File: src/rtl/crc16_pkg.sv
// CRC-16/CMS definitions shared by the transmit framer and the receive-side checker.
// Latency: n/a (types, constants and a combinational helper only).
// Backpressure: n/a.
//
// Contents: framer state enum, polynomial/init/check constants, byte-wise CRC step.
package crc16_pkg;

    typedef enum logic [1:0] {
        IDLE   = 2'd0,
        DATA   = 2'd1,
        CRC_HI = 2'd2,
        CRC_LO = 2'd3
    } state_t;

    localparam logic [15:0] CRC16_POLY  = 16'h8005;
    localparam logic [15:0] CRC16_INIT  = 16'hFFFF;
    // Residue of ASCII "123456789" from CRC16_INIT; handy for self-test on either side.
    localparam logic [15:0] CRC16_CHECK = 16'hAEE7;

    // One byte through the CRC register, MSB first, Galois left shift,
    // no reflection and no final XOR.
    function automatic logic [15:0] crc16_step(input logic [15:0] crc,
                                               input logic [7:0]  data,
                                               input logic [15:0] poly);
        logic [15:0] c;
        logic        fb;
        c = crc;
        for (int i = 7; i >= 0; i--) begin
            fb = c[15] ^ data[i];
            c  = {c[14:0], 1'b0} ^ (fb ? poly : 16'h0000);
        end
        return c;
    endfunction

endpackage

File: src/rtl/crc16_byte_step.sv
// Combinational CRC-16 update of one payload byte.
// Latency: 0 cycles (pure combinational).
// Backpressure: none; caller decides when to register crc_out.
//
// Ports: crc_in  - current CRC register
//        data    - payload byte, consumed MSB first
//        crc_out - CRC after absorbing data
module crc16_byte_step
    import crc16_pkg::*;
#(
    parameter logic [15:0] POLY = CRC16_POLY
) (
    input  logic [15:0] crc_in,
    input  logic [7:0]  data,
    output logic [15:0] crc_out
);

    assign crc_out = crc16_step(crc_in, data, POLY);

endmodule

File: src/rtl/crc16_tx_framer.sv
// Passes each byte-stream frame through and appends a CRC-16 trailer, high byte first.
// Latency: accepted byte appears on out_data the next cycle; trailer follows the last byte.
// Backpressure: single output register; in_ready drops when it is full or during the trailer.
//
// Ports: clk/rst_n                      - clock, async active-low reset
//        in_valid/in_ready/in_data/in_last     - upstream payload, in_last on final byte
//        out_valid/out_ready/out_data/out_last - downstream bytes, out_last on CRC low byte
//        frame_cnt                      - completed frames (counted at CRC low-byte load), wraps
//        busy                           - frame in progress or output byte still pending
module crc16_tx_framer
    import crc16_pkg::*;
#(
    parameter logic [15:0] POLY  = CRC16_POLY,
    parameter logic [15:0] INIT  = CRC16_INIT,
    parameter int          CNT_W = 16
) (
    input  logic             clk,
    input  logic             rst_n,
    input  logic             in_valid,
    output logic             in_ready,
    input  logic [7:0]       in_data,
    input  logic             in_last,
    output logic             out_valid,
    input  logic             out_ready,
    output logic [7:0]       out_data,
    output logic             out_last,
    output logic [CNT_W-1:0] frame_cnt,
    output logic             busy
);

    state_t           state_q;
    state_t           state_d;
    logic [15:0]      crc_q;
    logic [15:0]      crc_d;
    logic [15:0]      crc_next;
    logic             out_valid_d;
    logic [7:0]       out_data_d;
    logic             out_last_d;
    logic [CNT_W-1:0] frame_cnt_d;
    logic             slot_free;
    logic             in_acc;

    crc16_byte_step #(
        .POLY (POLY)
    ) u_step (
        .crc_in  (crc_q),
        .data    (in_data),
        .crc_out (crc_next)
    );

    // The output register can take a new byte if empty or being drained this cycle.
    assign slot_free = !out_valid || out_ready;
    assign in_ready  = slot_free && ((state_q == IDLE) || (state_q == DATA));
    assign in_acc    = in_valid && in_ready;
    assign busy      = (state_q != IDLE) || out_valid;

    always_comb begin
        state_d     = state_q;
        crc_d       = crc_q;
        // Held while stalled downstream, cleared once drained with nothing new to load.
        out_valid_d = out_valid && !out_ready;
        out_data_d  = out_data;
        out_last_d  = out_last;
        frame_cnt_d = frame_cnt;

        case (state_q)
            IDLE, DATA: begin
                if (in_acc) begin
                    out_valid_d = 1'b1;
                    out_data_d  = in_data;
                    out_last_d  = 1'b0;
                    crc_d       = crc_next;
                    state_d     = in_last ? CRC_HI : DATA;
                end
            end
            CRC_HI: begin
                if (slot_free) begin
                    out_valid_d = 1'b1;
                    out_data_d  = crc_q[15:8];
                    out_last_d  = 1'b0;
                    state_d     = CRC_LO;
                end
            end
            CRC_LO: begin
                if (slot_free) begin
                    out_valid_d = 1'b1;
                    out_data_d  = crc_q[7:0];
                    out_last_d  = 1'b1;
                    // Re-seed here so the next frame can start the following cycle.
                    crc_d       = INIT;
                    frame_cnt_d = frame_cnt + CNT_W'(1);
                    state_d     = IDLE;
                end
            end
            default: begin
                state_d = IDLE;
            end
        endcase
    end

    always_ff @(posedge clk or negedge rst_n) begin
        if (!rst_n) begin
            state_q   <= IDLE;
            crc_q     <= INIT;
            out_valid <= 1'b0;
            out_data  <= 8'h00;
            out_last  <= 1'b0;
            frame_cnt <= '0;
        end else begin
            state_q   <= state_d;
            crc_q     <= crc_d;
            out_valid <= out_valid_d;
            out_data  <= out_data_d;
            out_last  <= out_last_d;
            frame_cnt <= frame_cnt_d;
        end
    end

endmodule

File: config.mk
export PLATFORM = sky130hd
export DESIGN_NAME = crc16_tx_framer
export DESIGN_NICKNAME = d
export VERILOG_FILES = /design/src/rtl/crc16_pkg.sv /design/src/rtl/crc16_byte_step.sv /design/src/rtl/crc16_tx_framer.sv
export SDC_FILE = /design/constraint.sdc
export NUM_CORES = 1
export LEC_CHECK = 0
export BUFFER_PORTS_ARGS = -buffer_cell sky130_fd_sc_hd__buf_2
export CORE_MARGIN = 2
export CORE_UTILIZATION = 41
export CTS_BUF_LIST = sky130_fd_sc_hd__clkbuf_8
export DETAILED_ROUTE_END_ITERATION = 8
export PLACE_DENSITY = 0.69
export SYNTH_ARGS = -nofsm -noshare
export SYNTH_HDL_FRONTEND = slang
export SYNTH_SLANG_ARGS = --single-unit
export TNS_END_PERCENT = 50
File: constraint.sdc
create_clock -name clk -period 2.5 [get_ports clk]
set_clock_uncertainty 0.1 [all_clocks]
set_input_delay 0.125 -clock clk [delete_from_list [all_inputs] [get_ports clk]]
set_output_delay 0.125 -clock clk [all_outputs]
set_load 0.02 [all_outputs]
# Word level (Yosys, flattened, before mapping)
# Cells that the tools add are included.
[word_totals]
out_inout_bits = 28
register_bits = 44
elab_cells = 72
[op_classes]
muxes = 27
n_bitwise = 16
addsub = 1
n_eq_ne = 6
n_reduce_logical = 16
[ops]
columns = ["cell", "n"]
rows = [
  ["$mux 16", 10],
  ["$xor 16x16->16", 8],
  ["$pmux 16 s2", 1],
  ["$mux 8", 3],
  ["$pmux 8 s3", 1],
  ["$add 16x1->16 const B", 1],
  ["$mux 2", 4],
  ["$xor 1x1->1", 8],
  ["$ne 2x2->1 const B", 3],
  ["$pmux 2 s3", 1],
  ["$reduce_and 3->1", 2],
  ["$mux 1", 5],
  ["$eq 2x2->1 const B", 2],
  ["$reduce_bool 2->1", 2],
  ["$reduce_or 2->1", 2],
  ["$logic_and 1x1->1", 3],
  ["$logic_or 1x1->1", 3],
  ["$pmux 1 s3", 1],
  ["$eq 2x1->1 const B", 1],
  ["$logic_not 1->1", 2],
  ["$logic_not 2->1", 1],
  ["$pmux 1 s2", 1],
  ["$reduce_and 2->1", 1],
]

# Longest topological paths before layout
[logic_depth]
depth_word = 26
mapped_depth = 6

# Modules after synthesis
# A second synthesis with hierarchy kept.
[unflattened]
cells_unflattened = 194
area_unflattened_um2 = 2233.4
[by_module_without_submodules]
columns = ["mod", "area_each_um2", "seq_area_each_um2", "cells_per_inst", "instances"]
rows = [
  ["crc16_tx_framer", 1924.3, 1121.1, 165, 1],
  ["crc16_byte_step", 309.0, 0.0, 29, 1],
]

# Worst setup path after synthesis
# Ideal clock, no wire load.
[synth_timing]
kind = "register -> register"
startpoint = "register crc_q[14]"
endpoint = "register crc_q[15]"
stages_incl_launch_ff = 6
slack_ns = 0.617
arrival_time_ns = 1.703
setup_time_ns = 0.080
required_time_ns = 2.320
synth_period_minus_slack_ns = 1.883
path_cell_list = "dfstp_2 > xor2_2 > xnor2_1 > xnor3_2 > xor3_1 > o22a_1"
[synth_between]
elab_chain_len = 24
[synth_rtl]
columns = ["element", "line_no", "rtl"]
rows = [
  ["start: declaration", "crc16_tx_framer.sv:33", "logic [15:0] crc_q;"],
  ["start signal: assignment", "crc16_tx_framer.sv:111", "crc_q <= crc_d;"],
  ["$xor 16x16->16", "crc16_pkg.sv:30", "c = {c[14:0], 1'b0} ^ (fb ? poly : 16'h0000);"],
  ["$xor 1x1->1", "crc16_pkg.sv:29", "fb = c[15] ^ data[i];"],
  ["$mux 16", "crc16_pkg.sv:30", ""],
  ["$xor 16x16->16", "crc16_pkg.sv:30", ""],
  ["$xor 1x1->1", "crc16_pkg.sv:29", ""],
  ["$mux 16", "crc16_pkg.sv:30", ""],
  ["$xor 16x16->16", "crc16_pkg.sv:30", ""],
  ["$xor 1x1->1", "crc16_pkg.sv:29", ""],
  ["(+8 left out)", "n/a", ""],
  ["$xor 1x1->1", "crc16_pkg.sv:29", ""],
  ["$mux 16", "crc16_pkg.sv:30", ""],
  ["$xor 16x16->16", "crc16_pkg.sv:30", ""],
  ["$xor 1x1->1", "crc16_pkg.sv:29", ""],
  ["$mux 16", "crc16_pkg.sv:30", ""],
  ["$xor 16x16->16", "crc16_pkg.sv:30", ""],
  ["$mux 16", "crc16_tx_framer.sv:68", "if (in_acc) begin"],
  ["$pmux 16 s2", "crc16_tx_framer.sv:66", "case (state_q)"],
]
# No other way between the ends. The select of a mux whose other input is x is not followed.
# A chain may end at the register's enable or synchronous reset.

# Final worst setup path
# Ends and elaborated chain as after synthesis.

==> flow_metrics.tcl <==
set metrics [dict create \
    crit_type "reg2reg" \
    worst_pin_slew_ns 0.957 \
    grt_util_all_layers 0.156 \
    gp_congestion 0.764 \
    power_density_nw_per_um2 1320 \
    yosys_warnings 0 \
    setup_tns_ns 0 \
    num_io_pins 41 \
    drc_errors 0 \
    clock_path_buffers 2 \
    r2r_cells 5 \
    endpoint_kind "register" \
    syn2layout_area_growth_pct 19.7 \
    die_x_um 76.0 \
    p_int_mw 2.09 \
    holdWs_ns 0.0266 \
    switching_share 0.375 \
    initial_core_util 0.422 \
    synth_edf_count 0 \
    ys_ff_latch 44 \
    outcome "completed" \
    dp_hpwl_mm 2.96 \
    cts-root-buf "clkbuf_8" \
    dieHeight_um 76.0 \
    post-synth-top-area-cell "dfrtp_1" \
    synth_ff_type "dfrtp_1" \
    core_um2 5040 \
    synthTopCellsByArea "dfrtp_1, dfstp_2, xnor2_1" \
    post_cts_buffers 0 \
    drive_above_1_share 0.303 \
    via_count 1515 \
    hold_class "in2reg" \
    fin_crit_sh 0.794 \
    grt_max_degree 45 \
    cp_max_fo 3 \
    synth_top_area_frac 0.330 \
    drt-pass1-iter-count 4 \
    syn_avg_cell_area_um2 10.8 \
    cap_viol_max_count 0 \
    postCtsHoldBufs 2 \
    setup_viol 0 \
    cts_sinks 44 \
    drv_slew 0 \
    grt_pass1_wl_mm 7.27 \
    ir_drop_v 0.000403 \
    max_slew_margin 0.362 \
    leakagePower_nw 1.16 \
    p_comb_frac 0.480 \
    vias_per_cell 4.82 \
    portBuffers 40 \
    drtAntennaViolNets 0 \
    netlist_instances 197 \
    arrival_ns 2.11 \
    fmax_ghz 0.504 \
    holdPathStages 2 \
    cts_resized 0 \
    wl_mm 4.19 \
    rsz0062_at_grt "no" \
    htreeDepth 2 \
    cts_buffers 5 \
    clkLatencyLatePin_ns 0.29 \
    startpoint_type "register" \
    wl_per_cell_um 13.3 \
    dr.first_iter.drc_count 94 \
    core.rowCount 26 \
    nets 257 \
    syn_nets 211 \
    cp.required_ns 2.62 \
    cts_tree "built" \
    hold_violations 0 \
    synth-seq-area-share 0.527 \
    synth_cell_types 32 \
    synthArstFlopShare 1.00 \
    final.min_clock_period_ns 1.98 \
    antenna_cells 0 \
    die_area_um2 5780 \
    path_clk_slew_ns 0.08 \
    grt_pass1_vias 1505 \
    syn-cell-area_um2 2130 \
    gr-total-overflow 0 \
    power_frac_seq 0.361 \
    antenna_found_initial 0 \
    p_switching_mw 1.26 \
    clockPowerShare 0.159 \
]
-- registers in the layout, indices dropped and copies added (netlist names) --
register	flops
state_q	2
out_data	8
out_valid	1
crc_q	16
frame_cnt	16
out_last	1
-- cell usage after synthesis (2+ instances only) --
library cell  count
dfrtp_1          28
nand2_1          28
xnor2_1          27
dfstp_2          16
o21ai_0          16
nor2_1           15
a21oi_1          11
mux2i_1           8
clkbuf_1          6
xor2_1            6
and3_1            5
o22a_1            5
nand4_1           4
nand2b_1          2
o22a_2            2
or3_1             2
-- power groups by stage --
stage	registers (mW)	clock network, mW	logic (mW)
after global routing	1.25	0.569	1.78
after floorplan	1.34	0	1.11
after global placement	1.21	0	1.58
after detailed placement	1.22	0	1.60
final	1.21	0.532	1.61
after CTS	1.21	0.546	1.62
-- kinds of logic (layout without fill, tap and decap cells) --
family,Yosys count,after routing,share of synthesized area
compound gates,38,38,0.106
xor+xnor,37,37,0.174
fa+ha+maj,1,1,0.00588
buf+inv,7,54,0.0124
flops,44,44,0.527
mux,9,9,0.0430
simple gates,61,61,0.132
-- per-layer routing --
layer	track usage	wire, um	vias to the layer above
li1	-	-	765
met1	0.217	2000	714
met2	0.246	1950	34
met3	0.0332	206	2
met4	0.0545	40	0
met5	0	0	-
-- path summary, 6_finish.rpt --
path / startpoint / to / slack (ns)
max in group asynchronous: rst_n / out_data[3] / 1.29
hold / removal: in_valid / out_valid / 0.03
min in group asynchronous: rst_n / frame_cnt[1] / 0.42
hold reg to reg: frame_cnt[15] / frame_cnt[15] / 0.37
setup / recovery: crc_q[14] / crc_q[15] / 0.52
setup reg to reg: crc_q[14] / crc_q[15] / 0.52
-- layout make-up --
class | instances | area [um^2]
clock buffers | 5 | 68.8
well taps | 70 | 87.6
flip-flops and latches | 44 | 1120
multi-input cells | 146 | 978
repair buffers | 46 | 250
fillers | 446 | 2500
clock inverters | 3 | 38.8
-- cell usage in the layout, fill, tap and decap left out --
master	synthesis	routed
a21o_1	1	1
a21oi_1	11	11
a31oi_1	1	1
and2_1	1	1
and3_1	5	5
and4bb_2	1	1
buf_2	0	40
buf_4	0	4
bufinv_16	0	1
clkbuf_8	0	5
clkinv_2	0	1
dfrtp_1	28	28
dfstp_2	16	16
dlygate4sd3_1	0	2
ha_1	1	1
inv_1	0	1
mux2_2	1	1
mux2i_1	8	8
nand2_1	28	28
nand2b_1	2	2
nand4_1	4	4
nor2_1	15	15
nor2b_1	1	1
nor3_1	1	1
nor3b_1	1	1
o21ai_0	16	16
o21ai_1	1	1
o22a_1	5	5
o22a_2	2	2
o31ai_1	1	1
or3_1	2	2
xnor2_1	27	27
xnor2_2	1	1
xnor3_2	1	1
xor2_1	6	6
xor2_2	1	1
xor3_1	1	1
-- metrics by stage --
stage	cells	total power [mW]	area (um^2)	setup WS, ns	utilization
6_report	314	3.35	2540	0.516	0.505
5_1_grt	314	3.60	2540	0.438	0.505
4_1_cts	314	3.37	2540	0.518	0.505
3_5_place_dp	304	2.83	2420	0.543	0.479
3_3_place_gp	304	2.79	2420	0.578	0.479
2_1_floorplan	197	2.44	2130	0.617	-
-- critical path: stages, from the launching register on --
cell and delay, ns:
dfstp_2 0.57, xor2_2 0.18, xnor2_1 0.17, xnor3_2 0.50, xor3_1 0.20, o22a_1 0.18
Note: power is estimated with default switching activity, not from simulation.
